`config.mk`:
```
export PLATFORM = sky130hd
export DESIGN_NAME = window_streamer
export DESIGN_NICKNAME = d
export VERILOG_FILES = /design/src/rtl/window_pkg.sv /design/src/rtl/window_addr_gen.sv /design/src/rtl/window_streamer.sv
export SDC_FILE = /design/constraint.sdc
export NUM_CORES = 1
export LEC_CHECK = 0
export CORE_UTILIZATION = 43
export DETAILED_ROUTE_END_ITERATION = 12
export HOLD_SLACK_MARGIN = 0.12
export PLACE_DENSITY = 0.77
export SYNTH_ARGS = -nofsm -noshare
export SYNTH_HDL_FRONTEND = slang
export SYNTH_SLANG_ARGS = --single-unit
```
`constraint.sdc`:
```
create_clock -name CLK -period 18 [get_ports CLK]
set_clock_uncertainty 0.2 [all_clocks]
set_input_delay 4.5 -clock CLK [delete_from_list [all_inputs] [get_ports CLK]]
set_output_delay 4.5 -clock CLK [all_outputs]
set_load 0.02 [all_outputs]
```
`src/rtl/window_pkg.sv`:
```
`default_nettype none
// window_pkg: state encoding and geometry helpers shared by the window streamer and simpleCNN benches.
package window_pkg;

  typedef enum logic [2:0] {
    ST_IDLE    = 3'd0,
    ST_FETCH   = 3'd1,
    ST_DRAIN   = 3'd2,
    ST_PRESENT = 3'd3,
    ST_FINISH  = 3'd4
  } state_t;

  // Window origins along one axis; a zero stride is treated as 1 so the bad-parameter check can still elaborate.
  function automatic int num_pos(input int img, input int k, input int stride);
    return (img - k) / ((stride > 0) ? stride : 1) + 1;
  endfunction

  function automatic int num_rows(input int img_h, input int k, input int stride);
    return num_pos(img_h, k, stride);
  endfunction

  function automatic int num_cols(input int img_w, input int k, input int stride);
    return num_pos(img_w, k, stride);
  endfunction

  // LSB of pixel (i,j) in the packed IMGIN word.
  function automatic int imgin_lsb(input int i, input int j, input int k, input int pix_w);
    return (i * k + j) * pix_w;
  endfunction

endpackage
`default_nettype wire

```
`src/rtl/window_addr_gen.sv`:
```
`default_nettype none
// window_addr_gen: window origin / in-window pixel counters and pixel-memory address for the window streamer.
module window_addr_gen
  import window_pkg::*;
#(
  parameter int IMG_W  = 28,
  parameter int IMG_H  = 28,
  parameter int K      = 5,
  parameter int STRIDE = 1,
  parameter int ADDR_W = 17,
  parameter int XW     = 5,
  parameter int YW     = 5,
  parameter int PW     = 5
) (
  input  logic              CLK,
  input  logic              RST,
  input  logic              load,
  input  logic              step,
  input  logic              advance,
  input  logic [ADDR_W-1:0] base_addr,
  output logic [ADDR_W-1:0] mem_addr,
  output logic [PW-1:0]     pix_idx,
  output logic              pix_last,
  output logic [XW-1:0]     win_x,
  output logic [YW-1:0]     win_y,
  output logic              win_last
);

  localparam int KW     = (K > 1) ? $clog2(K) : 1;
  localparam int NX     = num_rows(IMG_H, K, STRIDE);
  localparam int NY     = num_cols(IMG_W, K, STRIDE);
  localparam int X_LAST = (NX - 1) * STRIDE;
  localparam int Y_LAST = (NY - 1) * STRIDE;
  localparam int Y_MAX  = IMG_W - K;

  logic [ADDR_W-1:0] base;
  logic [XW-1:0]     x;
  logic [YW-1:0]     y;
  logic [KW-1:0]     i;
  logic [KW-1:0]     j;
  logic [ADDR_W-1:0] row;
  logic [ADDR_W-1:0] col;

  always_ff @(posedge CLK or posedge RST) begin
    if (RST) begin
      base <= '0;
      x    <= '0;
      y    <= '0;
      i    <= '0;
      j    <= '0;
    end else if (load) begin
      base <= base_addr;
      x    <= '0;
      y    <= '0;
      i    <= '0;
      j    <= '0;
    end else begin
      // i/j wrap to 0 on the final pixel so the next window starts clean.
      if (step) begin
        if (j == KW'(K - 1)) begin
          j <= '0;
          i <= (i == KW'(K - 1)) ? '0 : i + 1'b1;
        end else begin
          j <= j + 1'b1;
        end
      end
      if (advance) begin
        if (int'(y) + STRIDE > Y_MAX) begin
          y <= '0;
          x <= x + XW'(STRIDE);
        end else begin
          y <= y + YW'(STRIDE);
        end
      end
    end
  end

  assign row      = ADDR_W'(x) + ADDR_W'(i);
  assign col      = ADDR_W'(y) + ADDR_W'(j);
  assign mem_addr = base + row * ADDR_W'(IMG_W) + col;
  assign pix_idx  = PW'(i) * PW'(K) + PW'(j);
  assign pix_last = (i == KW'(K - 1)) && (j == KW'(K - 1));
  assign win_x    = x;
  assign win_y    = y;
  assign win_last = (x == XW'(X_LAST)) && (y == YW'(Y_LAST));

endmodule
`default_nettype wire

```
`src/rtl/window_streamer.sv`:
```
`default_nettype none
// window_streamer: scans a KxK window over an image in pixel memory and streams IMGIN-packed windows.
module window_streamer
  import window_pkg::*;
#(
  parameter int IMG_W   = 28,
  parameter int IMG_H   = 28,
  parameter int K       = 5,
  parameter int STRIDE  = 1,
  parameter int PIX_W   = 8,
  parameter int ADDR_W  = 17,
  parameter int COORD_W = 5
) (
  input  logic                 CLK,
  input  logic                 RST,
  input  logic                 START,
  input  logic [ADDR_W-1:0]    BASE_ADDR,
  output logic                 MEM_RD,
  output logic [ADDR_W-1:0]    MEM_ADDR,
  input  logic [PIX_W-1:0]     MEM_DATA,
  output logic [K*K*PIX_W-1:0] WIN,
  output logic [COORD_W-1:0]   WIN_X,
  output logic [COORD_W-1:0]   WIN_Y,
  output logic                 WIN_VALID,
  input  logic                 WIN_READY,
  output logic                 WIN_LAST,
  output logic                 BUSY,
  output logic                 DONE
);

  localparam int NX = num_rows(IMG_H, K, STRIDE);
  localparam int NY = num_cols(IMG_W, K, STRIDE);
  localparam int XW = (IMG_H > 1) ? $clog2(IMG_H) : 1;
  localparam int YW = (IMG_W > 1) ? $clog2(IMG_W) : 1;
  localparam int PW = (K * K > 1) ? $clog2(K * K) : 1;

  generate
    if (K > IMG_W || K > IMG_H || STRIDE == 0 ||
        NX - 1 >= (1 << COORD_W) || NY - 1 >= (1 << COORD_W)) begin : g_param_check
      $error("window_streamer: illegal K/STRIDE/COORD_W for the image size");
    end
  endgenerate

  state_t        state;
  logic          wr_en;
  logic [PW-1:0] wr_slot;
  logic          load;
  logic          step;
  logic          advance;
  logic [PW-1:0] pix_idx;
  logic          pix_last;
  logic [XW-1:0] gen_x;
  logic [YW-1:0] gen_y;
  logic          gen_last;

  assign load    = (state == ST_IDLE) && START;
  assign step    = (state == ST_FETCH);
  assign advance = WIN_VALID && WIN_READY && !gen_last;

  window_addr_gen #(
    .IMG_W (IMG_W),
    .IMG_H (IMG_H),
    .K     (K),
    .STRIDE(STRIDE),
    .ADDR_W(ADDR_W),
    .XW    (XW),
    .YW    (YW),
    .PW    (PW)
  ) u_addr_gen (
    .CLK      (CLK),
    .RST      (RST),
    .load     (load),
    .step     (step),
    .advance  (advance),
    .base_addr(BASE_ADDR),
    .mem_addr (MEM_ADDR),
    .pix_idx  (pix_idx),
    .pix_last (pix_last),
    .win_x    (gen_x),
    .win_y    (gen_y),
    .win_last (gen_last)
  );

  assign WIN_X    = COORD_W'(gen_x);
  assign WIN_Y    = COORD_W'(gen_y);
  assign WIN_LAST = WIN_VALID && gen_last;

  always_ff @(posedge CLK or posedge RST) begin
    if (RST) begin
      state     <= ST_IDLE;
      MEM_RD    <= 1'b0;
      WIN_VALID <= 1'b0;
      BUSY      <= 1'b0;
      DONE      <= 1'b0;
      wr_en     <= 1'b0;
      wr_slot   <= '0;
      WIN       <= '0;
    end else begin
      // Read data lags the strobe by one cycle, so the slot index is delayed to match.
      wr_en   <= (state == ST_FETCH);
      wr_slot <= pix_idx;
      if (wr_en) begin
        WIN[int'(wr_slot) * PIX_W +: PIX_W] <= MEM_DATA;
      end
      case (state)
        ST_IDLE: begin
          if (START) begin
            state  <= ST_FETCH;
            MEM_RD <= 1'b1;
            BUSY   <= 1'b1;
          end
        end
        ST_FETCH: begin
          if (pix_last) begin
            state  <= ST_DRAIN;
            MEM_RD <= 1'b0;
          end
        end
        ST_DRAIN: begin
          state     <= ST_PRESENT;
          WIN_VALID <= 1'b1;
        end
        ST_PRESENT: begin
          if (WIN_READY) begin
            WIN_VALID <= 1'b0;
            if (gen_last) begin
              state <= ST_FINISH;
              DONE  <= 1'b1;
            end else begin
              state  <= ST_FETCH;
              MEM_RD <= 1'b1;
            end
          end
        end
        ST_FINISH: begin
          state <= ST_IDLE;
          DONE  <= 1'b0;
          BUSY  <= 1'b0;
        end
        default: state <= ST_IDLE;
      endcase
    end
  end

endmodule
`default_nettype wire

```
==> flow_summary.json, run 1 <==
{
  "outcome": "finished, final reports clean",
  "p_per_area_nw_per_um2": 185.4,
  "cp_slowest_cell": "fa_1",
  "p_total_uw": 2980,
  "intPower_uw": 1748,
  "ys_seq_area_frac": 0.5046,
  "cap_violations": 0,
  "routed_wl_um": 34220,
  "critPathMaxStageDelay_ns": 0.56,
  "synthArstFlopShare": 1.000,
  "cts.sinks": 246,
  "grt_start_max_net_pins": 86,
  "portBuffers": 260,
  "worst_slack_ns": 6.906,
  "yosys_most_used_dff": "dfrtp_1",
  "cts_made_buffers": 27,
  "n_antenna_cell": 0,
  "initial_utilization": 0.4380,
  "grt_pass1_wl_um": 53680,
  "clk_pin_slew_worst_paths_ns": 0.06,
  "yosysWarnings": 0,
  "syn_nets": 1326,
  "holdCritPathClass": "flop to flop",
  "whs_ns": 0.2742,
  "worst_pin_slew_ns": 1.036,
  "dp_hpwl_um": 23920,
  "die_w_um": 170.4,
  "power_switching_uw": 1231,
  "root_buffer": "clkbuf_16",
  "core_area_um2": 27860,
  "place_ws_ns": 7.453,
  "r2r_cells": 8,
  "comb_power_share": 0.501,
  "setup.worst_path.class": "flop to output pin",
  "leakagePower_uw": 0.007299,
  "slew_viol_final": 0,
  "wl_per_cell_um": 18.33,
  "clk_latency_ns": 0.53,
  "globalplace.congestion": 0.8324,
  "p_sw_frac": 0.4132,
  "setup_viol": 0,
  "p_clk_frac": 0.205,
  "drtAntennaViolNets": 0,
  "drc": 0,
  "htree_levels": 1,
  "synth_commonest_cells": "279 x nand2_1, 246 x dfrtp_1, 134 x o21ai_0",
  "nets": 1560,
  "synth.avg_cell_area_um2": 9.887,
  "routed_via_density": 5.391,
  "synth_edf_count": 0,
  "finalHoldViolCount": 0,
  "rrSetupSlack_ns": 14.49,
  "yosys-top-cells-area": "dfrtp_1 50%, nand2_1 8.6%, o21ai_0 5.5%, ha_1 5.0%, a31o_2 2.4%",
  "die_area_um2": 29050,
  "path_common_cell": "ha_1",
  "layout-drive-gt1-share": 0.09872,
  "cts_setup_buffers": 0,
  "syn_area_um2": 12200,
  "rsz0062_at_grt": "false",
  "cts.hold.buffers_added": 0,
  "fmax_ghz": 0.09014,
  "io_pins": 261,
  "dr.first_iter.drc_count": 814,
  "drtPass1Iterations": 5,
  "setup_tns_ns": 0,
  "gr-total-overflow": 0,
  "seqPwrFrac": 0.294,
  "netlist_instances": 1234,
  "clk_path_buf_depth": 3,
  "cts_tree": "yes",
  "arrival_ns": 6.39,
  "ys_ff_latch": 246,
  "finalCriticalPeriod_ns": 11.09,
  "synth_most_common_cell": "nand2_1",
  "ys_types": 71,
  "post-route-period-util": 0.6163,
  "startpoint_type": "flop",
  "synth_area_leader_cell": "dfrtp_1",
  "grt_pass1_vias": 9788,
  "die_h_um": 170.4,
  "synth_top_area_share": 0.5046,
  "cts_resized": 0,
  "path_cells": "ha_1 > fa_1 > a21o_1 > nand2_1 > xnor2_1 > inv_1 > fa_1 > inv_1 > ha_1 > a21o_1 > a21oi_1 > nor2b_1 > o21ai_0 > nand2b_1 > ha_1 > ha_1 > a21o_1 > a31oi_1 > nor2b_1 > a2111oi_0 > o211ai_1 > clkdlybuf4s50_1",
  "num_rows": 61,
  "syn2layout_area_growth_pct": 31.73,
  "antenna_found_initial": 0,
  "peakVddDrop_mv": 0.09996,
  "grtUsageTotal": 0.2357,
  "via_count": 10070,
  "crit_fanout": 7,
  "required_ns": 13.30,
  "end_kind": "output pin",
  "hold_depth": 2,
  "slew_headroom": 0.3093
}
## per-stage QoR
step | cells | util | area [um2]
floorplan | 1234 | - | 12200
global placement | 1817 | 0.5416 | 15090
detailed placement | 1817 | 0.5416 | 15090
CTS | 1867 | 0.5769 | 16070
global route | 1867 | 0.5769 | 16070
finish | 1867 | 0.5769 | 16070
## final cells by class
cell class	instances	area, um2
multi-input combinational	868	5559
clock buffer	32	724.4
timing repair buffer	272	2693
clock inverter	18	260.3
inverter	53	206.4
sequential	246	6156
tap	378	473.0
fill	2346	11790
## flip-flops by register name, summed over array words and instances, names as in the netlist
| name | flops |
|---|---|
| BUSY | 1 |
| DONE | 1 |
| MEM_RD | 1 |
| WIN | 200 |
| WIN_VALID | 1 |
| state | 3 |
| u_addr_gen.base | 17 |
| u_addr_gen.i | 3 |
| u_addr_gen.j | 3 |
| u_addr_gen.win_x | 5 |
| u_addr_gen.win_y | 5 |
| wr_en | 1 |
| wr_slot | 5 |
## metal layers
metal  vias up  routed length, um  part of all wire  global-route usage
li1       4729                  -                 -                   -
met1      4933              14500              0.42              0.3033
met2       336              16760              0.49              0.4036
met3        67               2010             0.059             0.03814
met4         0                955             0.028             0.07716
met5         -                  0                 0                   0
## cell usage in the layout, fill, tap and decap left out, types with 5 or more instances in the layout
| master | instances |
|---|---|
| o21ai_1 | 12 |
| and3_1 | 5 |
| clkbuf_16 | 27 |
| xnor2_1 | 15 |
| nand2b_1 | 8 |
| a21oi_1 | 30 |
| nor3b_1 | 5 |
| nand2_1 | 279 |
| bufinv_16 | 6 |
| ha_1 | 49 |
| nand4_1 | 10 |
| xor2_1 | 11 |
| mux2_2 | 16 |
| o21ai_0 | 134 |
| buf_4 | 12 |
| o41ai_1 | 16 |
| fa_1 | 14 |
| a21o_1 | 11 |
| a31oi_1 | 7 |
| nor3_1 | 8 |
| nand3_1 | 16 |
| clkinv_2 | 6 |
| mux2i_1 | 19 |
| inv_1 | 52 |
| nor2_1 | 36 |
| a31o_2 | 34 |
| o31ai_1 | 10 |
| dfrtp_1 | 246 |
| o31ai_2 | 8 |
| nor2b_1 | 38 |
| clkdlybuf4s50_1 | 260 |
## power by group through the flow
stage	combinational, uW	clock (uW)	sequential (uW)
after detailed placement	1490	0	884
after floorplan	693	0	1040
after CTS	1500	622	876
final	1490	610	877
after global placement	1460	0	875
after global routing	1610	640	900
## worst max-delay path: cells and delay by family (launching register included)
family | cells | cell delay, ns
fa+ha+maj | 6 | 2.21
compound gates | 8 | 1.84
simple gates | 4 | 0.32
flops | 1 | 0.46
xor+xnor | 1 | 0.26
buf+inv | 3 | 0.77
## logic make-up (layout without fill, tap and decap cells)
logic type / Yosys count / in the layout / synth area share
AOI/OAI and AO/OA: 291 / 291 / 0.1538
xor gates and xnor gates: 27 / 27 / 0.02000
adders and majority gates: 63 / 63 / 0.07322
buffers and inverters: 120 / 375 / 0.04051
DFF: 246 / 246 / 0.5046
muxes: 35 / 35 / 0.03036
and+or+nand+nor: 452 / 452 / 0.1775
## path summary, 6_finish.rpt
| check | to | start |
|---|---|---|
| hold / removal | WIN[82] | WIN[82] |
| max in group asynchronous | WIN[125] | RST |
| setup / recovery | MEM_ADDR[15] | u_addr_gen.i[0] |
| min in group asynchronous | WIN[148] | RST |
| setup reg to reg | WIN[11] | wr_slot[0] |
| hold reg to reg | WIN[82] | WIN[82] |
(Power assumes the default switching activity.)
==> inputs of run 2 (changes only) <==
Clock period 18 ns to 10.5 ns, I/O delays scaled along.
==> flow_summary.json, run 2 (same netlist as run 1, synthesis figures left out) <==
{
  "cts_tree": "yes",
  "dp_hpwl_um": 23850,
  "clk_path_buf_depth": 3,
  "core_area_um2": 27860,
  "syn2layout_area_growth_pct": 31.58,
  "slew_viol_final": 0,
  "reg2reg_from": "wr_slot[0]",
  "arrival_ns": 6.42,
  "via_count": 9997,
  "cap_violations": 0,
  "grt_start_max_net_pins": 86,
  "place_area_um2": 15090,
  "routed_via_density": 5.357,
  "cts_made_buffers": 27,
  "portBuffers": 260,
  "largest_reg_flops": 200,
  "path_common_cell": "ha_1",
  "nets": 1560,
  "top_register": "WIN",
  "cts.hold.buffers_added": 0,
  "root_buffer": "clkbuf_16",
  "worstSetupPathDepth": 22,
  "cp_slowest_cell": "fa_1",
  "gr-total-overflow": 0,
  "outcome": "finished, final reports clean",
  "cts_setup_buffers": 0,
  "required_ns": 7.68,
  "fmax_ghz": 0.1082,
  "peakVddDrop_mv": 0.1993,
  "die_area_um2": 29050,
  "endpoint": "MEM_ADDR[15]",
  "htree_levels": 1,
  "drtPass1Iterations": 5,
  "initial_utilization": 0.4380,
  "num_rows": 61,
  "utilization": 0.5762,
  "cts_resized": 0,
  "drtAntennaViolNets": 0,
  "setup_tns_ns": 0,
  "cts.sinks": 246,
  "fin_area_um2": 16050,
  "finalCriticalPeriod_ns": 9.241,
  "worst_path_dominant_cell_family": "adder cells",
  "die_h_um": 170.4,
  "crit_fanout": 7,
  "critPathLaunch": "u_addr_gen.i[0]",
  "wl_per_cell_um": 18.14,
  "leakagePower_uw": 0.007295,
  "io_pins": 261,
  "reg2reg_to": "WIN[15]",
  "final_common_cell": "nand2_1",
  "worst_pin_slew_ns": 1.050,
  "critPathMaxStageDelay_ns": 0.56,
  "grt_pass1_wl_um": 52700,
  "rrSetupSlack_ns": 6.98,
  "layout_common_cells": "279 x nand2_1, 260 x clkdlybuf4s50_1, 246 x dfrtp_1, 134 x o21ai_0, 52 x inv_1",
  "n_antenna_cell": 0,
  "crit_buf_inv": 3,
  "finalHoldViolCount": 0,
  "antenna_found_initial": 0,
  "grt_pass1_vias": 9637,
  "grtUsageTotal": 0.2316,
  "r2r_cells": 8,
  "die_w_um": 170.4,
  "end_kind": "output pin",
  "path_cells": "ha_1 > fa_1 > a21o_1 > nand2_1 > xnor2_1 > inv_1 > fa_1 > inv_1 > ha_1 > a21o_1 > a21oi_1 > nor2b_1 > o21ai_0 > nand2b_1 > ha_1 > ha_1 > a21o_1 > a31oi_1 > nor2b_1 > a2111oi_0 > o211ai_1 > clkdlybuf4s50_1",
  "layout-drive-gt1-share": 0.09745,
  "startpoint_type": "flop",
  "top_regs": "WIN: 200 flops, u_addr_gen.base: 17 flops",
  "clk_latency_ns": 0.54,
  "dr.first_iter.drc_count": 886,
  "globalplace.congestion": 0.8317,
  "p_per_area_nw_per_um2": 316.7,
  "slew_headroom": 0.2946,
  "holdCritPathClass": "flop to flop",
  "post-route-period-util": 0.8801,
  "drc": 0,
  "routed_wl_um": 33840,
  "setup.worst_path.class": "flop to output pin",
  "setup_viol": 0,
  "fillers": 2377,
  "rsz0062_at_grt": "false",
  "clk_pin_slew_worst_paths_ns": 0.06
}
-- run 2: cell count changes in the layout (fill, tap and decap cells not counted) --
cell	before	now
clkinv_4	2	3
clkinv_2	6	5
clkbuf_1	2	3
bufinv_16	6	5
clkbuf_8	3	5
clkinvlp_4	2	0
inv_6	2	1
-- run 2: routing by layer --
layer,global-route usage,vias up,share of wire
met3,0.04047,75,0.061
met4,0.07951,0,0.032
met5,0,-,0
met2,0.3974,319,0.48
met1,0.2940,4891,0.42
li1,-,4712,-
-- run 2: per-stage QoR --
step / hold slack, ns / setup WS (ns) / instances / total power (uW)
floorplan: 0.2523 / 0.9168 / 1234 / 2968
global placement: 0.2571 / 2.061 / 1817 / 4007
detailed placement: 0.2626 / 1.854 / 1817 / 4074
CTS: 0.2829 / 1.247 / 1866 / 5117
global route: 0.2949 / 0.8410 / 1866 / 5383
finish: 0.2767 / 1.259 / 1866 / 5083
-- run 2: how the worst min path moves through the flow --
stage                               endpoint  cells after the start          startpoint  slack [ns]
after floorplan           u_addr_gen.base[0]                      2  u_addr_gen.base[0]        0.25
after global placement               WIN[86]                      2             WIN[86]        0.26
after detailed placement             WIN[87]                      2             WIN[87]        0.26
after CTS                           WIN[164]                      2            WIN[164]        0.28
after global routing                WIN[124]                      2            WIN[124]        0.29
final                                WIN[87]                      2             WIN[87]        0.28
-- run 2: area by class of cell --
type                       count  area (um2)  share of cell area
sequential                   246        6156              0.3835
timing repair buffer         272        2693              0.1677
clock buffer                  35       755.7             0.04708
tap                          378       473.0             0.02946
inverter                      53       206.4             0.01286
multi-input combinational    868        5559              0.3463
clock inverter                14       210.2             0.01309
-- run 2: power breakdown --
group	total (uW)	internal [uW]	switching [uW]
Combinational	2560	1100	1460
Sequential	1500	1260	241
Clock	1030	630	395
Total	5080	2990	2100
-- run 2: worst register-to-register path: stages, from the launching register on --
cell,delay (ns)
dfrtp_1,0.52
inv_1,0.10
ha_1,0.34
nor3b_1,0.19
ha_1,0.31
nor3_1,0.58
nand4_1,0.72
nand2_1,0.29
o21ai_0,0.12
==> inputs of run 3 (changes only) <==
Settings changed: CORE_ASPECT_RATIO set to 0.75, GPL_TIMING_DRIVEN set to 1, SLEW_MARGIN set to 20.
==> flow_summary.json, run 3 (same netlist as run 1, synthesis figures left out) <==
{
  "syn2layout_area_growth_pct": 30.87,
  "slew_viol_final": 0,
  "p_clk_frac": 0.188,
  "r2r_cells": 8,
  "die_w_um": 196.5,
  "dr.first_iter.drc_count": 595,
  "setup_viol": 0,
  "cts_tree": "yes",
  "startpoint_type": "flop",
  "rsz0062_at_grt": "false",
  "fmax_ghz": 0.1088,
  "top_regs": "WIN: 200 flops, u_addr_gen.base: 17 flops",
  "post-route-period-util": 0.8750,
  "drtPass1Iterations": 5,
  "seqPwrFrac": 0.302,
  "clk_path_buf_depth": 3,
  "p_sw_frac": 0.4185,
  "routed_wl_um": 34780,
  "place_area_um2": 15090,
  "fin_area_um2": 15970,
  "nets": 1558,
  "finalHoldViolCount": 0,
  "required_ns": 7.68,
  "peakVddDrop_mv": 0.2189,
  "dp_hpwl_um": 24310,
  "setup_tns_ns": 0,
  "die_h_um": 147.9,
  "die_area_um2": 29060,
  "top_register": "WIN",
  "n_antenna_cell": 0,
  "arrival_ns": 6.36,
  "root_buffer": "clkbuf_16",
  "seqCellArea_um2": 6156,
  "gr-total-overflow": 0,
  "hold_depth": 2,
  "globalplace.congestion": 0.8461,
  "cts_made_buffers": 25,
  "multi_input_area_um2": 5569,
  "layout-drive-gt1-share": 0.09569,
  "layout_common_cells": "279 x nand2_1, 260 x clkdlybuf4s50_1, 246 x dfrtp_1, 134 x o21ai_0, 52 x inv_1",
  "num_rows": 52,
  "routed_via_density": 5.419,
  "grtUsageTotal": 0.2363,
  "clk_pin_slew_worst_paths_ns": 0.06,
  "cts.hold.buffers_added": 0,
  "power_switching_uw": 2097,
  "initial_utilization": 0.4444,
  "largest_reg_flops": 200,
  "grt_start_max_net_pins": 127,
  "wl_per_cell_um": 18.68,
  "whs_ns": 0.2768,
  "crit_fanout": 7,
  "io_pins": 261,
  "grt_pass1_wl_um": 54030,
  "end_kind": "output pin",
  "p_per_area_nw_per_um2": 313.9,
  "drtAntennaViolNets": 0,
  "antenna_found_initial": 0,
  "via_count": 10090,
  "cap_violations": 0,
  "core_area_um2": 27460,
  "htree_levels": 1,
  "worst_pin_slew_ns": 0.9507,
  "intPower_uw": 2914,
  "portBuffers": 260,
  "slew_headroom": 0.3632,
  "cts_setup_buffers": 0,
  "setup.worst_path.class": "flop to output pin",
  "grt_pass1_vias": 9628,
  "drc": 0,
  "final_common_cell": "nand2_1",
  "cts.sinks": 246,
  "fillers": 2333,
  "outcome": "finished, final reports clean",
  "cts_resized": 0,
  "holdCritPathClass": "flop to flop",
  "comb_power_share": 0.509,
  "clk_latency_ns": 0.52,
  "finalCriticalPeriod_ns": 9.188,
  "leakagePower_uw": 0.007240
}
[run 3: worst paths after layout]
kind / startpoint / end / slack (ns)
min in group asynchronous: RST / WIN[35] / 2.44
worst max-delay path: u_addr_gen.i[0] / MEM_ADDR[15] / 1.31
worst min register to register: WIN[186] / WIN[186] / 0.28
max in group asynchronous: RST / WIN[81] / 6.18
worst max register to register: wr_slot[0] / WIN[137] / 6.93
worst min-delay path: WIN[186] / WIN[186] / 0.28
[run 3: per-layer routing]
metal / part of all wire / track usage / wire length [um]
met1: 0.46 / 0.3405 / 15840
met2: 0.46 / 0.3730 / 15820
met3: 0.072 / 0.04130 / 2491
met4: 0.018 / 0.05156 / 618
met5: 0 / 0 / 0
[run 3: metrics by stage]
step | cells | power, uW | setup slack, ns | util
after CTS | 1862 | 5038 | 1.268 | 0.5812
final | 1862 | 5011 | 1.312 | 0.5815
after floorplan | 1234 | 2968 | 0.9168 | -
after global routing | 1862 | 5299 | 0.7892 | 0.5815
after detailed placement | 1817 | 4075 | 1.837 | 0.5495
after global placement | 1817 | 4003 | 2.036 | 0.5495
[run 3: power by group through the flow]
stage	logic [uW]	registers, uW	clock network, uW
2_1_floorplan	1190	1780	0
3_3_place_gp	2490	1520	0
3_5_place_dp	2550	1530	0
4_1_cts	2560	1510	963
5_1_grt	2750	1550	995
6_report	2550	1520	944
[run 3: critical path, stage by stage, from the launching register on]
cell and delay, ns:
dfrtp_1 0.46, ha_1 0.24, fa_1 0.41, a21o_1 0.19
nand2_1 0.08, xnor2_1 0.24, inv_1 0.16, fa_1 0.56
inv_1 0.04, ha_1 0.32, a21o_1 0.17, a21oi_1 0.22
nor2b_1 0.08, o21ai_0 0.14, nand2b_1 0.08, ha_1 0.27
ha_1 0.40, a21o_1 0.22, a31oi_1 0.32, nor2b_1 0.08
a2111oi_0 0.40, o211ai_1 0.17, clkdlybuf4s50_1 0.58
[run 3: final cells by class]
type | instances | area share
multi-input cells | 868 | 0.3488
repair buffers | 272 | 0.1686
clock inverters | 9 | 0.008307
inverters | 53 | 0.01293
flip-flops and latches | 246 | 0.3855
well taps | 378 | 0.02962
clock buffers | 36 | 0.04616
